File: src/rtl/mem_stream_reader.sv
`default_nettype none
// ============================================================================
// Module   : mem_stream_reader
// Brief    : Reads a word range from the 4-bank data memory and streams it
//            out LSB-first as bytes over a valid/ready port.
// Revision : 1.0
// ============================================================================
module mem_stream_reader #(
    parameter int N     = 32,
    parameter int CNT_W = 19
) (
    input  logic             clk,
    input  logic             rst,
    input  logic             start,
    input  logic [N-1:0]     base_addr,
    input  logic [CNT_W-1:0] word_count,
    output logic             mem_re,
    output logic [N-1:0]     mem_addr,
    input  logic [N-1:0]     mem_rd_data,
    output logic [7:0]       out_data,
    output logic             out_valid,
    input  logic             out_ready,
    output logic             busy,
    output logic             done,
    output logic             err
);

    localparam logic [2:0] S_IDLE  = 3'd0;
    localparam logic [2:0] S_FETCH = 3'd1;
    localparam logic [2:0] S_WAIT  = 3'd2;
    localparam logic [2:0] S_SEND  = 3'd3;
    localparam logic [2:0] S_FIN   = 3'd4;

    localparam logic [N-1:0]     c_addr_one = {{(N-1){1'b0}}, 1'b1};
    localparam logic [CNT_W-1:0] c_cnt_one  = {{(CNT_W-1){1'b0}}, 1'b1};
    localparam logic [CNT_W-1:0] c_cnt_zero = '0;

    logic [2:0]       r_state;
    logic [N-1:0]     r_addr;
    logic [CNT_W-1:0] r_rem;
    logic [N-1:0]     r_mem_addr;
    logic [N-1:0]     r_shreg;
    logic [1:0]       r_idx;
    logic             r_err_flag;

    logic             w_bank_ok;
    logic             w_xfer;
    logic [N-1:0]     w_addr_nxt;

    // Banks 0..3 occupy address[17:16]; any higher bit set is out of range.
    assign w_bank_ok  = ~|r_addr[N-1:18];
    assign w_xfer     = (r_state == S_SEND) && out_ready;
    assign w_addr_nxt = r_addr + c_addr_one;

    assign mem_re    = (r_state == S_FETCH) && w_bank_ok;
    assign mem_addr  = r_mem_addr;
    assign out_data  = r_shreg[7:0];
    assign out_valid = (r_state == S_SEND);
    assign busy      = (r_state != S_IDLE);
    assign done      = (r_state == S_FIN);
    assign err       = (r_state == S_FIN) && r_err_flag;

    always_ff @(posedge clk) begin
        if (rst) begin
            r_state    <= S_IDLE;
            r_addr     <= '0;
            r_rem      <= '0;
            r_mem_addr <= '0;
            r_shreg    <= '0;
            r_idx      <= '0;
            r_err_flag <= 1'b0;
        end else begin
            case (r_state)
                S_IDLE: begin
                    if (start) begin
                        r_addr <= base_addr;
                        r_rem  <= word_count;
                        if (word_count == c_cnt_zero) begin
                            r_state <= S_FIN;
                        end else begin
                            r_mem_addr <= base_addr;
                            r_state    <= S_FETCH;
                        end
                    end
                end
                S_FETCH: begin
                    if (w_bank_ok) begin
                        r_state <= S_WAIT;
                    end else begin
                        r_err_flag <= 1'b1;
                        r_state    <= S_FIN;
                    end
                end
                S_WAIT: begin
                    r_shreg <= mem_rd_data;
                    r_idx   <= 2'd0;
                    r_state <= S_SEND;
                end
                S_SEND: begin
                    if (w_xfer) begin
                        if (r_idx == 2'd3) begin
                            r_rem  <= r_rem - c_cnt_one;
                            r_addr <= w_addr_nxt;
                            if (r_rem == c_cnt_one) begin
                                r_state <= S_FIN;
                            end else begin
                                r_mem_addr <= w_addr_nxt;
                                r_state    <= S_FETCH;
                            end
                        end else begin
                            r_shreg <= r_shreg >> 8;
                            r_idx   <= r_idx + 2'd1;
                        end
                    end
                end
                S_FIN: begin
                    r_err_flag <= 1'b0;
                    r_state    <= S_IDLE;
                end
                default: begin
                    r_state <= S_IDLE;
                end
            endcase
        end
    end

endmodule
`default_nettype wire

File: config.mk
export PLATFORM = sky130hd
export DESIGN_NAME = mem_stream_reader
export DESIGN_NICKNAME = d
export VERILOG_FILES = /design/src/rtl/mem_stream_reader.sv
export SDC_FILE = /design/constraint.sdc
export NUM_CORES = 1
export LEC_CHECK = 0
export BUFFER_PORTS_ARGS = -buffer_cell sky130_fd_sc_hd__buf_4
export CAP_MARGIN = 20
export CORE_ASPECT_RATIO = 0.75
export CORE_UTILIZATION = 55
export CTS_CLUSTER_DIAMETER = 80
export DETAILED_ROUTE_END_ITERATION = 10
export PLACE_DENSITY = 0.8
export SYNTH_ARGS = -nofsm -noshare
export SYNTH_HDL_FRONTEND = slang
export SYNTH_SLANG_ARGS = --single-unit
File: constraint.sdc
create_clock -name clk -period 4.9 [get_ports clk]
set_input_delay 0.245 -clock clk [delete_from_list [all_inputs] [get_ports clk]]
set_output_delay 0.245 -clock clk [all_outputs]
set_load 0.1 [all_outputs]
==> impl_metrics.csv <==
group,metric,value,unit
logic_synthesis,synth_ff_type,"dfxtp_1",
finish,area_growth,23.84,%
sta,slew_headroom,33.39,%
sta,hold_violations,0,
clocking,cts_tree,"built",
clocking,cts_made_buffers,17,
detailed_routing,route.detailed.drc,0,
finish,final_nets,1042,
sta,whs,0.08491,ns
clocking,cts_resized,0,
detailed_routing,drt-pass1-iter-count,6,
global_routing,grt_pass1_wl,31820,um
power_and_ir_drop,p_per_area,413.3,nW/um2
sta,fin_crit_sh,62.77,%
clocking,ctsHoldBuffers,0,
detailed_routing,drtIter0Drc,943,
floorplanning,start_util,56.69,%
finish,final_util,70.20,%
worst_setup_path,worst_setup_path_start_kind,"flip-flop",
power_and_ir_drop,ir_worst_vdd,0.0003662,V
sta,skew,0.009469,ns
sta,rsz0062_at_grt,"false",
place,dp_hpwl,13020,um
logic_synthesis,avgSynthCellArea,7.526,um2
finish,drive_above_1_share,19.29,%
detailed_routing,drtAntennaViolNets,0,
logic_synthesis,synth_enable_flop_cells,0,
floorplanning,pin_count,132,
global_routing,grt-ovfl-total,0,
logic_synthesis,ys_warn_count,0,
clocking,clkSinkCount,121,
sta,slew_violations,0,
worst_setup_path,cp-end-kind,"flip-flop",
detailed_routing,vias,7129,
global_routing,grt_usage,31.94,%
logic_synthesis,netlist_instances,878,
finish,diodes,0,
worst_setup_path,worstPathMaxFanout,13,
worst_setup_path,critical_path_arrival,3.41,ns
logic_synthesis,synthArstFlopShare,0,%
sta,period_needed,3.076,ns
floorplanning,dieWidth,128.6,um
sta,setup_viol,0,
clocking,clock_path_buffers,2,
clocking,clkTransAtPathRegs,0.06,ns
place,placed_cell_area,7520,um2
worst_setup_path,r2r_cells,5,
floorplanning,die_h,96.92,um
sta,tns,0,ns
status,outcome,"finished, final reports clean",
finish,final_area,8183,um2
clocking,cts_setup_buffers,0,
place,routabilityCongestion,0.9223,
global_routing,grt_max_degree,93,
sta,fmax,0.3251,GHz
worst_setup_path,criticalPathCategory,"flip-flop to flip-flop",
floorplanning,die-area,12460,um2
logic_synthesis,synth_seq_cells,121,
clocking,h-tree-depth,4,
worst_hold_path,hold_start,"mem_rd_data[25]",
finish,fillers,949,
power_and_ir_drop,leakagePower,3.130,nW
global_routing,grt_pass1_vias,6390,
global_routing,antenna_found_initial,0,
worst_hold_path,hold_class,"input port to flip-flop",
floorplanning,core_area,11660,um2
clocking,clock-root-buffer,"clkbuf_16",
place,portBuffers,131,
finish,multi_input_area,3784,um2
logic_synthesis,synth_area,6608,um2
sta,tightest_slew,0.9901,ns
logic_synthesis,synth_nets,969,
logic_synthesis,ys_seq_area_share,36.66,%
finish,seq_area,2422,um2
clocking,clk_latency,0.42,ns
worst_setup_path,reg2reg_slack,1.82,ns
run,maxCapViolCount,0,
logic_synthesis,yosys.cell_types.count,62,
floorplanning,row_count,34,
worst_hold_path,hold_path_end,"r_shreg[25]$_SDFFE_PP0P_",
detailed_routing,wl,19990,um
worst_setup_path,reg2reg_to,"mem_addr[29]$_SDFFE_PP0P_",
worst_setup_path,r2r-start,"r_rem[8]$_SDFFE_PP0P_",
detailed_routing,wl_per_cell,17.75,um
worst_hold_path,hold_depth,3,
detailed_routing,vias_per_cell,6.331,
worst_setup_path,worstPathRequired,5.23,ns
-- worst max-delay path, stage by stage, from the launching register on --
cell	delay, ns
dfxtp_1	0.36
or4_4	0.59
nor3_1	0.47
nand4_1	0.57
nand3_1	0.74
mux2i_1	0.26
-- registers in the layout, indices dropped and copies added (netlist names) --
| signal | count |
|---|---|
| mem_addr | 32 |
| r_addr | 32 |
| r_err_flag | 1 |
| r_idx | 2 |
| r_rem | 19 |
| r_shreg | 32 |
| r_state | 3 |
-- final cells by class --
| cell class | count | share of cell area [%] |
|---|---|---|
| Multi-Input combinational cell | 654 | 46.24 |
| Sequential cell | 121 | 29.60 |
| Timing Repair Buffer | 141 | 13.18 |
| Clock buffer | 20 | 5.336 |
| Tap cell | 162 | 2.477 |
| Clock inverter | 12 | 2.431 |
| Inverter | 16 | 0.7339 |
-- routing by layer --
metal  vias to the layer above  global-route usage [%]  wire [um]  part of all wire (%)
met4                         0                   8.688        296                   1.5
met1                      3356                   44.70       8833                    44
li1                       3400                       -          -                     -
met3                        29                   7.965       1766                   8.8
met5                         -                       0          0                     0
met2                       344                   48.52       9093                    45
-- logic make-up (layout without fill, tap and decap cells) --
kind of cell / count (synthesis) / in the layout / synth area share (%)
buffers and inverters: 103 / 189 / 6.438
adders and majority gates: 4 / 4 / 0.7575
DFF: 121 / 121 / 36.66
muxes: 9 / 9 / 1.363
and+or+nand+nor: 380 / 380 / 27.76
AOI/OAI and AO/OA: 257 / 257 / 26.49
xor gates and xnor gates: 4 / 4 / 0.5303
-- where the power goes --
group / leakage (nW) / switching (W) / internal (W)
Clock: 0.308 / 0.000459 / 0.000901
Combinational: 1.83 / 0.000583 / 0.000249
Sequential: 0.990 / 0.000106 / 0.00108
-- cells in the mapped netlist (all sizes together) (19+ instances only) --
cell | count | area, um2
nand2 | 129 | 484.2
a311oi | 26 | 227.7
nor2 | 92 | 345.3
clkbuf | 68 | 255.2
dfxtp | 121 | 2422
buf | 19 | 110.1
nand3 | 28 | 140.1
o21ai | 50 | 250.2
o31ai | 29 | 217.7
nand4 | 32 | 200.2
a21oi | 57 | 285.3
-- how the worst max path moves through the flow --
| stage | depth (start not counted) | start | slack [ns] | to |
|---|---|---|---|---|
| global placement | 5 | r_rem[8]$_SDFFE_PP0P_ | 2.01 | mem_addr[28]$_SDFFE_PP0P_ |
| finish | 5 | r_rem[8]$_SDFFE_PP0P_ | 1.82 | mem_addr[29]$_SDFFE_PP0P_ |
| global route | 5 | r_rem[8]$_SDFFE_PP0P_ | 1.65 | mem_addr[29]$_SDFFE_PP0P_ |
| CTS | 5 | r_rem[8]$_SDFFE_PP0P_ | 1.85 | mem_addr[29]$_SDFFE_PP0P_ |
| floorplan | 3 | r_state[2]$_SDFFE_PP0P_ | 0.86 | err |
| detailed placement | 5 | r_rem[8]$_SDFFE_PP0P_ | 1.87 | mem_addr[29]$_SDFFE_PP0P_ |
-- cell usage in the layout, fill, tap and decap left out, types with 4 or more instances in the layout --
master,count
dfxtp_1,121
a21oi_1,55
or4_1,16
o32ai_1,10
inv_1,15
a311oi_1,26
o21ai_0,50
o311ai_0,4
o31a_1,5
or3_1,7
o41ai_1,8
nor2_1,92
o31ai_1,29
bufinv_16,5
a31oi_1,9
and3_1,9
ha_1,4
nand2b_1,6
nand2_1,129
a21o_1,5
nand3_1,28
a211oi_1,10
nor3_1,15
a22oi_1,11
clkbuf_16,17
nor4_1,17
buf_4,140
and2_1,5
and4_1,6
nand4_1,32
mux2i_1,9
-- metrics by stage --
step / power [W] / setup WS, ns / cells
after global placement: 0.001999 / 2.006 / 1093
final: 0.003382 / 1.824 / 1126
after floorplan: 0.001803 / 0.8575 / 878
after global routing: 0.003502 / 1.645 / 1126
after detailed placement: 0.002021 / 1.873 / 1093
after CTS: 0.003371 / 1.847 / 1125
Power figures use the tool's default switching activity.
